### src/rtl/window_pkg.sv
// Shared types and constants for the window multiplier: sample/coefficient widths,
// frame lengths and the FIFO beat payload.
package window_pkg;

    localparam int unsigned FIFO_DEPTH_DEFAULT = 8;
    localparam int unsigned SAMPLE_W           = 8;
    localparam int unsigned COEF_W             = 8;
    localparam int unsigned PROD_W             = 16;
    localparam int unsigned INDEX_W            = 8;
    localparam int unsigned COEF_ENTRIES       = 256;

    localparam logic [SAMPLE_W-1:0] SAMPLE_OFFSET = 8'd128;
    localparam logic [COEF_W-1:0]   COEF_UNITY    = 8'd255;
    localparam logic [INDEX_W:0]    FRAME_128     = 9'd128;
    localparam logic [INDEX_W:0]    FRAME_256     = 9'd256;

    typedef struct packed {
        logic signed [PROD_W-1:0] data;
        logic                     last;
    } win_beat_t;

    // Index of the final sample in a frame of the selected length.
    function automatic logic [INDEX_W-1:0] last_index(input logic mode_256);
        return mode_256 ? INDEX_W'(FRAME_256 - 9'd1) : INDEX_W'(FRAME_128 - 9'd1);
    endfunction

    // Signed sample times unsigned Q0.8 coefficient; the full result always fits 16 bits.
    function automatic logic signed [PROD_W-1:0] window_product(
        input logic [SAMPLE_W-1:0] sample_s,
        input logic [COEF_W-1:0]   coef
    );
        logic signed [PROD_W-1:0] s_ext;
        logic signed [PROD_W-1:0] c_ext;
        s_ext = {{(PROD_W-SAMPLE_W){sample_s[SAMPLE_W-1]}}, sample_s};
        c_ext = {{(PROD_W-COEF_W){1'b0}}, coef};
        return s_ext * c_ext;
    endfunction

endpackage

### src/rtl/window_out_fifo.sv
// Show-ahead synchronous FIFO of window beats with occupancy count.
// A write to a full FIFO is legal when a pop happens in the same cycle.
module window_out_fifo
    import window_pkg::*;
#(
    parameter  int unsigned DEPTH  = FIFO_DEPTH_DEFAULT,
    localparam int unsigned ADDR_W = $clog2(DEPTH),
    localparam int unsigned CNT_W  = $clog2(DEPTH + 1)
) (
    input  logic             clk,
    input  logic             reset_n,
    input  logic             wr_en,
    input  win_beat_t        wr_data,
    input  logic             rd_en,
    output win_beat_t        rd_data,
    output logic             empty,
    output logic [CNT_W-1:0] count
);

    win_beat_t         mem_q [DEPTH];
    win_beat_t         mem_d [DEPTH];
    logic [ADDR_W-1:0] wr_ptr_q, wr_ptr_d;
    logic [ADDR_W-1:0] rd_ptr_q, rd_ptr_d;
    logic [CNT_W-1:0]  count_q, count_d;
    logic              do_rd;

    function automatic logic [ADDR_W-1:0] ptr_inc(input logic [ADDR_W-1:0] p);
        return (p == ADDR_W'(DEPTH - 1)) ? '0 : p + ADDR_W'(1);
    endfunction

    always_comb begin
        mem_d    = mem_q;
        wr_ptr_d = wr_ptr_q;
        rd_ptr_d = rd_ptr_q;
        do_rd    = rd_en && (count_q != '0);

        if (wr_en) begin
            mem_d[wr_ptr_q] = wr_data;
            wr_ptr_d        = ptr_inc(wr_ptr_q);
        end
        if (do_rd) begin
            rd_ptr_d = ptr_inc(rd_ptr_q);
        end
        count_d = count_q + CNT_W'(wr_en) - CNT_W'(do_rd);
    end

    // Storage is cleared on reset so the head reads zero while empty.
    always_ff @(posedge clk or negedge reset_n) begin
        if (!reset_n) begin
            mem_q    <= '{default: '0};
            wr_ptr_q <= '0;
            rd_ptr_q <= '0;
            count_q  <= '0;
        end else begin
            mem_q    <= mem_d;
            wr_ptr_q <= wr_ptr_d;
            rd_ptr_q <= rd_ptr_d;
            count_q  <= count_d;
        end
    end

    assign rd_data = mem_q[rd_ptr_q];
    assign empty   = (count_q == '0);
    assign count   = count_q;

endmodule

### src/rtl/window_multiplier.sv
// Windowing stage: offset-binary to signed conversion, per-position coefficient multiply,
// credit-based flow control toward the framer and an output FIFO for the FFT.
module window_multiplier
    import window_pkg::*;
#(
    parameter int unsigned FIFO_DEPTH = FIFO_DEPTH_DEFAULT
) (
    input  logic        clk,
    input  logic        reset_n,
    input  logic        use_256_points,
    input  logic        window_valid,
    input  logic [7:0]  window_data,
    output logic        window_ready,
    input  logic        coef_wr_en,
    input  logic [7:0]  coef_wr_addr,
    input  logic [7:0]  coef_wr_data,
    input  logic        fft_ready,
    output logic        fft_valid,
    output logic [15:0] fft_data,
    output logic        fft_last,
    output logic        overflow_err
);

    localparam int unsigned CNT_W = $clog2(FIFO_DEPTH + 1);
    localparam int unsigned OCC_W = $clog2(FIFO_DEPTH + 3);

    logic [INDEX_W-1:0]  sample_idx_q, sample_idx_d;
    logic                frame_256_q, frame_256_d;
    logic                window_ready_q, window_ready_d;
    logic                overflow_q, overflow_d;

    logic                s1_valid_q, s1_valid_d;
    logic [SAMPLE_W-1:0] s1_sample_q, s1_sample_d;
    logic [COEF_W-1:0]   s1_coef_q, s1_coef_d;
    logic                s1_last_q, s1_last_d;

    logic                s2_valid_q, s2_valid_d;
    win_beat_t           s2_beat_q, s2_beat_d;

    logic [COEF_W-1:0]   coef_q [COEF_ENTRIES];
    logic [COEF_W-1:0]   coef_d [COEF_ENTRIES];

    logic [OCC_W-1:0]    occ;
    logic [OCC_W-1:0]    occ_next;
    logic                accept;
    logic                pop;
    logic                mode_256;
    logic                is_last;
    logic [INDEX_W-1:0]  coef_addr;

    win_beat_t           fifo_head;
    logic                fifo_empty;
    logic [CNT_W-1:0]    fifo_count;

    // Frame tracking, credit computation and the two pipeline stages.
    always_comb begin
        sample_idx_d   = sample_idx_q;
        frame_256_d    = frame_256_q;
        window_ready_d = window_ready_q;
        overflow_d     = overflow_q;
        s1_valid_d     = 1'b0;
        s1_sample_d    = s1_sample_q;
        s1_coef_d      = s1_coef_q;
        s1_last_d      = s1_last_q;
        s2_valid_d     = s1_valid_q;
        s2_beat_d      = s2_beat_q;

        occ      = OCC_W'(s1_valid_q) + OCC_W'(s2_valid_q) + OCC_W'(fifo_count);
        pop      = fft_ready && !fifo_empty;
        accept   = window_valid && (occ != OCC_W'(FIFO_DEPTH));
        occ_next = occ + OCC_W'(accept) - OCC_W'(pop);

        // Frame length follows the input only at position 0, then stays frozen.
        mode_256  = (sample_idx_q == '0) ? use_256_points : frame_256_q;
        is_last   = (sample_idx_q == last_index(mode_256));
        coef_addr = mode_256 ? sample_idx_q : {sample_idx_q[INDEX_W-2:0], 1'b0};

        frame_256_d    = mode_256;
        window_ready_d = (occ_next <= OCC_W'(FIFO_DEPTH - 2));
        overflow_d     = overflow_q || (window_valid && !accept);

        if (accept) begin
            s1_valid_d   = 1'b1;
            s1_sample_d  = window_data ^ SAMPLE_OFFSET;
            s1_coef_d    = coef_q[coef_addr];
            s1_last_d    = is_last;
            sample_idx_d = is_last ? '0 : sample_idx_q + INDEX_W'(1);
        end

        if (s1_valid_q) begin
            s2_beat_d.data = window_product(s1_sample_q, s1_coef_q);
            s2_beat_d.last = s1_last_q;
        end
    end

    // Coefficient table: a write lands at the edge, so a same-cycle read sees the old value.
    always_comb begin
        coef_d = coef_q;
        if (coef_wr_en) begin
            coef_d[coef_wr_addr] = coef_wr_data;
        end
    end

    always_ff @(posedge clk or negedge reset_n) begin
        if (!reset_n) begin
            sample_idx_q   <= '0;
            frame_256_q    <= 1'b0;
            window_ready_q <= 1'b0;
            overflow_q     <= 1'b0;
            s1_valid_q     <= 1'b0;
            s1_sample_q    <= '0;
            s1_coef_q      <= '0;
            s1_last_q      <= 1'b0;
            s2_valid_q     <= 1'b0;
            s2_beat_q      <= '0;
            coef_q         <= '{default: COEF_UNITY};
        end else begin
            sample_idx_q   <= sample_idx_d;
            frame_256_q    <= frame_256_d;
            window_ready_q <= window_ready_d;
            overflow_q     <= overflow_d;
            s1_valid_q     <= s1_valid_d;
            s1_sample_q    <= s1_sample_d;
            s1_coef_q      <= s1_coef_d;
            s1_last_q      <= s1_last_d;
            s2_valid_q     <= s2_valid_d;
            s2_beat_q      <= s2_beat_d;
            coef_q         <= coef_d;
        end
    end

    window_out_fifo #(
        .DEPTH (FIFO_DEPTH)
    ) u_out_fifo (
        .clk     (clk),
        .reset_n (reset_n),
        .wr_en   (s2_valid_q),
        .wr_data (s2_beat_q),
        .rd_en   (fft_ready),
        .rd_data (fifo_head),
        .empty   (fifo_empty),
        .count   (fifo_count)
    );

    assign window_ready = window_ready_q;
    assign overflow_err = overflow_q;
    assign fft_valid    = !fifo_empty;
    assign fft_data     = fifo_head.data;
    assign fft_last     = fifo_head.last;

endmodule

### config.mk
export PLATFORM = sky130hd
export DESIGN_NAME = window_multiplier
export DESIGN_NICKNAME = d
export VERILOG_FILES = /design/src/rtl/window_pkg.sv /design/src/rtl/window_out_fifo.sv /design/src/rtl/window_multiplier.sv
export SDC_FILE = /design/constraint.sdc
export NUM_CORES = 2
export LEC_CHECK = 0
export BUFFER_PORTS_ARGS = -buffer_cell sky130_fd_sc_hd__buf_2
export CORE_ASPECT_RATIO = 0.6
export CORE_UTILIZATION = 58
export CTS_BUF_LIST = sky130_fd_sc_hd__clkbuf_4 sky130_fd_sc_hd__clkbuf_8 sky130_fd_sc_hd__clkbuf_16
export DETAILED_ROUTE_END_ITERATION = 12
export HOLD_SLACK_MARGIN = 0.15
export PLACE_DENSITY = 0.75
export SETUP_SLACK_MARGIN = 0.05
export SLEW_MARGIN = 10
export SYNTH_ARGS = -nofsm -noshare
export SYNTH_HDL_FRONTEND = slang
export SYNTH_SLANG_ARGS = --single-unit
export TNS_END_PERCENT = 10
### constraint.sdc
create_clock -name clk -period 4.3 [get_ports clk]
set_clock_uncertainty 0.05 [all_clocks]
set_input_delay 0.43 -clock clk [delete_from_list [all_inputs] [get_ports clk]]
set_output_delay 0.43 -clock clk [all_outputs]
set_load 0.01 [all_outputs]
# After elaboration in Yosys (flattened, before gate mapping)
# Cells that the tools add are included.
[totals]
register_bits = 2241
input_bits = 30
elab_cells = 343
[classes]
addsub = 9
multipliers = 1
n_lt_le_gt_ge = 7
n_eq_ne = 4
n_mux = 19
bitwise = 5
n_reduce_logical = 12
[op_table]
columns = ["operator", "count"]
rows = [
  ["$bwmux W2048", 1],
  ["$bwmux W136", 1],
  ["$bmux W8 S8", 1],
  ["$demux W8 S8", 1],
  ["$bmux W17 S3", 1],
  ["$demux W17 S3", 1],
  ["$mux W17", 3],
  ["$mux W8", 6],
  ["$ge A9 B9 Y1 const B", 2],
  ["$not A8 Y9", 2],
  ["$mul A8 B9 Y16", 1],
  ["$lt A9 B1 Y1 const B", 1],
  ["$add A4 B1 Y4", 2],
  ["$add A8 B1 Y8 const B", 1],
  ["$eq A8 B8 Y1", 1],
  ["$ge A4 B4 Y1 const B", 2],
  ["$logic_not A8 Y1", 1],
  ["$not A3 Y4", 2],
  ["$sub A4 B1 Y4", 2],
  ["$add A3 B1 Y3 const B", 2],
  ["$eq A3 B3 Y1 const B", 2],
  ["$logic_and A1 B1 Y1", 6],
  ["$mux W3", 2],
  ["$add A2 B4 Y4", 1],
  ["other kinds (10)", 12],
]

# Longest topological paths before layout
[logic_depth]
ltp_word = 7
ltp_mapped = 22

# Modules after synthesis
# A second synthesis with hierarchy kept.
[hier_totals]
cells_unflattened = 8668
hier_area_um2 = 109302.3
[by_module_without_submodules]
columns = ["module", "instances", "cells_each", "area_each_um2"]
rows = [
  ["window_multiplier", 1, 8267, 102559.6],
  ["window_out_fifo", 1, 401, 6742.7],
]

# Least setup slack after synthesis
# OpenSTA, ideal clock, no wires.
[synth_timing]
kind = "flip-flop to flip-flop"
from = "register s1_sample_q[7]"
to = "register s2_beat_q[15] (netlist bit)"
arrival_time_ns = 4.389
required_time_ns = 4.154
path_slack_ns = -0.235
path_stages_with_launch = 19
n_path_buf = 0
path_cell_list = "dfrtp_1 clkinv_1 fa_1 fa_1 inv_1 fa_1 inv_1 fa_1 inv_1 ha_1 o21ai_0 a21boi_0 o21ai_0 a21boi_0 o21ai_0 a21boi_0 o21a_1 o21a_1 o31ai_1"
[synth_between]
elab_chain_cells = 1
[synth_rtl]
columns = ["element", "line", "source"]
rows = [
  ["start, declared", "window_multiplier.sv:33", "logic [SAMPLE_W-1:0] s1_sample_q, s1_sample_d;"],
  ["start signal, assigned", "window_multiplier.sv:123", "s1_sample_q <= s1_sample_d;"],
  ["$mul A8 B9 Y16", "window_pkg.sv:36", "return s_ext * c_ext;"],
  ["end signal, assigned", "window_multiplier.sv:127", "s2_beat_q <= s2_beat_d;"],
  ["end, declared", "window_multiplier.sv:38", "win_beat_t s2_beat_q, s2_beat_d;"],
]
# Every way passes these cells.
# A chain may end at the register's enable or synchronous reset.

# Final worst setup path
[layout_timing]
from = "register sample_idx_q[1]"
to = "register s1_coef_q[0]"
[layout_between]
elab_chain_cells = 7
[layout_rtl]
columns = ["element", "line", "source"]
rows = [
  ["start, declared", "window_multiplier.sv:27", "logic [INDEX_W-1:0] sample_idx_q, sample_idx_d;"],
  ["start signal, assigned", "window_multiplier.sv:118", "sample_idx_q <= sample_idx_d;"],
  ["$logic_not A8 Y1", "window_multiplier.sv:74", "mode_256 = (sample_idx_q == '0) ? use_256_points : frame_256_q;"],
  ["$mux W1", "window_multiplier.sv:74", ""],
  ["$mux W8 *", "window_multiplier.sv:76", "coef_addr = mode_256 ? sample_idx_q : {sample_idx_q[INDEX_W-2:0], 1'b0};"],
  ["$not A8 Y9 (implied by the code) *", "window_multiplier.sv:85", "s1_coef_d = coef_q[coef_addr];"],
  ["$bmux W8 S8 *", "window_multiplier.sv:85", ""],
  ["$mux W8 (implied by the code) * (2 in a row)", "window_multiplier.sv:85", ""],
  ["end signal, assigned", "window_multiplier.sv:124", "s1_coef_q <= s1_coef_d;"],
  ["end, declared", "window_multiplier.sv:34", "logic [COEF_W-1:0] s1_coef_q, s1_coef_d;"],
]
# Mark *: on every way between the ends. The rest lies on a longest branch, timed or not. The select of a mux whose other input is x is not followed.

==> results.json <==
{
  "tightest_slew_ns": 1.296,
  "syn2layout_area_growth_pct": 14.30,
  "placed_cell_area_sq_um": 117500,
  "cts_tree": "yes",
  "ys.flop_type": "dfstp_2",
  "setup_viol": 14,
  "coreArea_sq_um": 187600,
  "cts_buffers": 208,
  "dp_worst_setup_slack_ns": -0.3528,
  "die_area_sq_um": 190800,
  "hp-class": "in -> reg",
  "drv_cap": 0,
  "period_share": 1.073,
  "yosys.cell_types.count": 78,
  "netlist_top_cells_area": "dfstp_2 (49%), mux2_2 (23%), nand2_1 (5.2%)",
  "hold_viol": 0,
  "cts_buffer_depth": 4,
  "synth-edff-count": 0,
  "crit_path_end_kind": "flip-flop",
  "fp.dieH_microns": 338.8,
  "synthCells": 9148,
  "grt.busiest_layer": "met1",
  "slew_headroom": 0.1337,
  "p_leak_nw": 52.45,
  "p_int_w": 0.04864,
  "grt_use_total": 0.3696,
  "comb_power_share": 0.464,
  "synth_top_area_share": 0.4909,
  "crit_type": "reg -> reg",
  "gr-usage-met1": 0.5398,
  "drtIter0Drc": 9323,
  "yosysSeqAreaShare": 0.5349,
  "antenna_found_initial": 22,
  "timing.final.ws_setup_ns": -0.3126,
  "placementRows": 123,
  "die_width_microns": 563.3,
  "drc": 0,
  "violations": "setup timing",
  "start_kind": "flip-flop",
  "switchingPower_w": 0.03382,
  "gp_congestion": 0.9887,
  "grt_pass1_wl_microns": 530400,
  "yosysTopAreaCell": "dfstp_2",
  "clk_pin_slew_worst_paths_ns": 0.07,
  "synth.net_count": 9276,
  "drive_above_1_share": 0.5832,
  "wl_per_cell_microns": 29.01,
  "max_freq_mhz": 216.8,
  "p_sw_frac": 0.4102,
  "worstPathMaxFanout": 24,
  "grt_remaining_overflow": 0,
  "ant_nets": 0,
  "start_util": 0.5844,
  "peakVddDrop_v": 0.0007732,
  "synth_seq_cells": 2241,
  "finish.instance_area_sq_um": 125300,
  "nets": 9656,
  "io_buffers": 49,
  "yosys_warnings": 0,
  "wirelength_microns": 353600,
  "drt_first_pass_iters": 6,
  "async_reset_ff_frac": 1.000,
  "required_ns": 4.92,
  "clock-root-buffer": "clkbuf_16",
  "netlist_area_sq_um": 109600,
  "met3_usage": 0.1423,
  "met2_usage": 0.4948,
  "pwr-share-clk": 0.234,
  "via_count": 79790,
  "seq_power_share": 0.302,
  "clkLatencyLatePin_ns": 0.87,
  "rsz0062_at_grt": "true",
  "status": "finished, violations left",
  "synth_area_per_cell_sq_um": 11.98,
  "grt_max_degree": 200,
  "final_max_slew_viol_count": 0,
  "h-tree-depth": 4,
  "grt_pass1_vias": 80350,
  "power.density_nw_per_um2": 658.1,
  "cts_sinks": 2241,
  "finalCriticalPeriod_ns": 4.613,
  "num_io_pins": 50,
  "cp_data_arrival_time_ns": 5.23,
  "hpwl_microns": 235500,
  "drt-vias-per-instance": 6.545
}
cell usage after synthesis (12+ instances only):
cell type	instances
a2111oi_0	16
dfstp_2	2048
mux4_2	34
clkbuf_1	410
mux2i_1	287
nand4_1	32
a211oi_1	105
a22oi_1	27
o221a_2	14
a31oi_1	92
o221ai_1	66
a21boi_0	19
buf_4	34
and3_1	138
dfrtp_1	193
o21ai_0	154
nand2b_1	15
xnor2_1	18
ha_1	58
a21oi_1	254
nand3_1	292
o31ai_1	19
buf_2	177
a311o_1	12
nor4_1	34
fa_1	40
inv_1	80
nor3_1	80
nor2_1	247
o22ai_1	71
nand2_1	1531
buf_1	50
and2_1	52
a311oi_1	64
mux2_2	2220
cells in the final DEF, fill, tap and decap left out, types with 49 or more instances in the layout:
master / count
mux2_2: 2219
dfstp_2: 2048
nand2_1: 1528
buf_4: 667
nand3_1: 291
mux2i_1: 286
a21oi_1: 249
nor2_1: 242
clkbuf_16: 212
dfrtp_1: 184
o21ai_0: 141
and3_1: 138
buf_12: 110
a211oi_1: 102
a31oi_1: 89
inv_1: 77
nor3_1: 72
o22ai_1: 68
o221ai_1: 58
ha_1: 53
a311oi_1: 51
and2_1: 49
clkbuf_4: 49
power groups by stage:
stage          registers (W)  logic (W)  clock network, W
2_1_floorplan         0.0246     0.0176                 0
3_3_place_gp          0.0250     0.0348                 0
3_5_place_dp          0.0251     0.0352                 0
4_1_cts               0.0248     0.0363            0.0195
5_1_grt               0.0251     0.0395            0.0203
6_report              0.0249     0.0382            0.0193
critical path, cell delays in order (launching register included):
cell and delay [ns]:
dfrtp_1 0.38, inv_1 0.08, ha_1 0.17, or4b_4 0.51, buf_4 0.16, nor4_2 0.21
buf_4 0.19, nor3_4 0.08, nand2_8 0.22, buf_16 0.28, buf_4 0.23, a21oi_1 0.07
nor3_1 0.42, a21oi_1 0.08, o21ai_0 0.61, a311o_1 0.44, o211ai_1 0.21
path summary, 6_finish.rpt:
| path | startpoint | end | slack [ns] | cells past startpoint |
|---|---|---|---|---|
| min in group asynchronous | reset_n | coef_q[687]$_DFFE_PN1P_ | 0.39 | 2 |
| worst min-delay path | window_data[6] | s1_sample_q[6]$_DFFE_PN0P_ | 0.28 | 4 |
| max in group asynchronous | reset_n | coef_q[141]$_DFFE_PN1P_ | 2.55 | 5 |
| worst max register to register | sample_idx_q[1]$_DFFE_PN0P_ | s1_coef_q[0]$_DFFE_PN0P_ | -0.31 | 16 |
| worst min register to register | overflow_err$_DFF_PN0_ | overflow_err$_DFF_PN0_ | 0.41 | 1 |
| worst max-delay path | sample_idx_q[1]$_DFFE_PN0P_ | s1_coef_q[0]$_DFFE_PN0P_ | -0.31 | 16 |
routing by layer:
| metal | up-vias | part of all wire | wire (microns) |
|---|---|---|---|
| met3 | 881 | 0.14 | 48800 |
| li1 | 33240 | - | - |
| met2 | 4316 | 0.40 | 142000 |
| met4 | 30 | 0.042 | 14690 |
| met5 | - | 0.00093 | 330 |
| met1 | 41330 | 0.42 | 147800 |
timing repair:
action,4_1_cts,5_1_grt
pin swaps,27,17
hold buffers,13,0
gates resized for setup,80,33
gates cloned,0,0
buffers inserted,18,1
hold endpoints to repair,143,0
endpoints found under the setup margin,14,14
cell type report:
cell class,instances,area [sq um]
multi-input cells,6147,48400
fillers,13420,62300
diodes,10,25.02
inverters,83,312.8
repair buffers,847,7787
well taps,2500,3128
flip-flops and latches,2241,58650
clock inverters,64,799.5
clock buffers,299,6196
stage by stage:
step	TNS (ns)	hold slack, ns	instances	utilization	power, W
after floorplan	0	0.08441	9148	-	0.04215
after global placement	-2.280	0.3852	11790	0.6263	0.05979
after detailed placement	-2.609	0.3976	11790	0.6263	0.06031
after CTS	-0.7898	0.2501	12180	0.6670	0.08060
after global routing	-3.139	0.2711	12190	0.6678	0.08489
final	-1.779	0.2818	12190	0.6679	0.08246
sequential cells by signal, summed over array words and instances, names as in the netlist, 3 cells and up:
name,count
sample_idx_q,8
u_out_fifo.mem_q,136
u_out_fifo.rd_ptr_q,3
s2_beat_q,17
u_out_fifo.count,4
s1_sample_q,8
s1_coef_q,8
coef_q,2048
u_out_fifo.wr_ptr_q,3
cells by family after synthesis:
kind of cell	after synthesis	synth area share
AO/OA/AOI/OAI	1015	0.06166
XOR/XNOR	23	0.001838
adder cells (fa/ha/maj)	98	0.01392
buffers and inverters	760	0.02962
flip-flops	2241	0.5349
multiplexers	2541	0.2612
AND/OR/NAND/NOR	2470	0.09681
(Power assumes the default switching activity.)
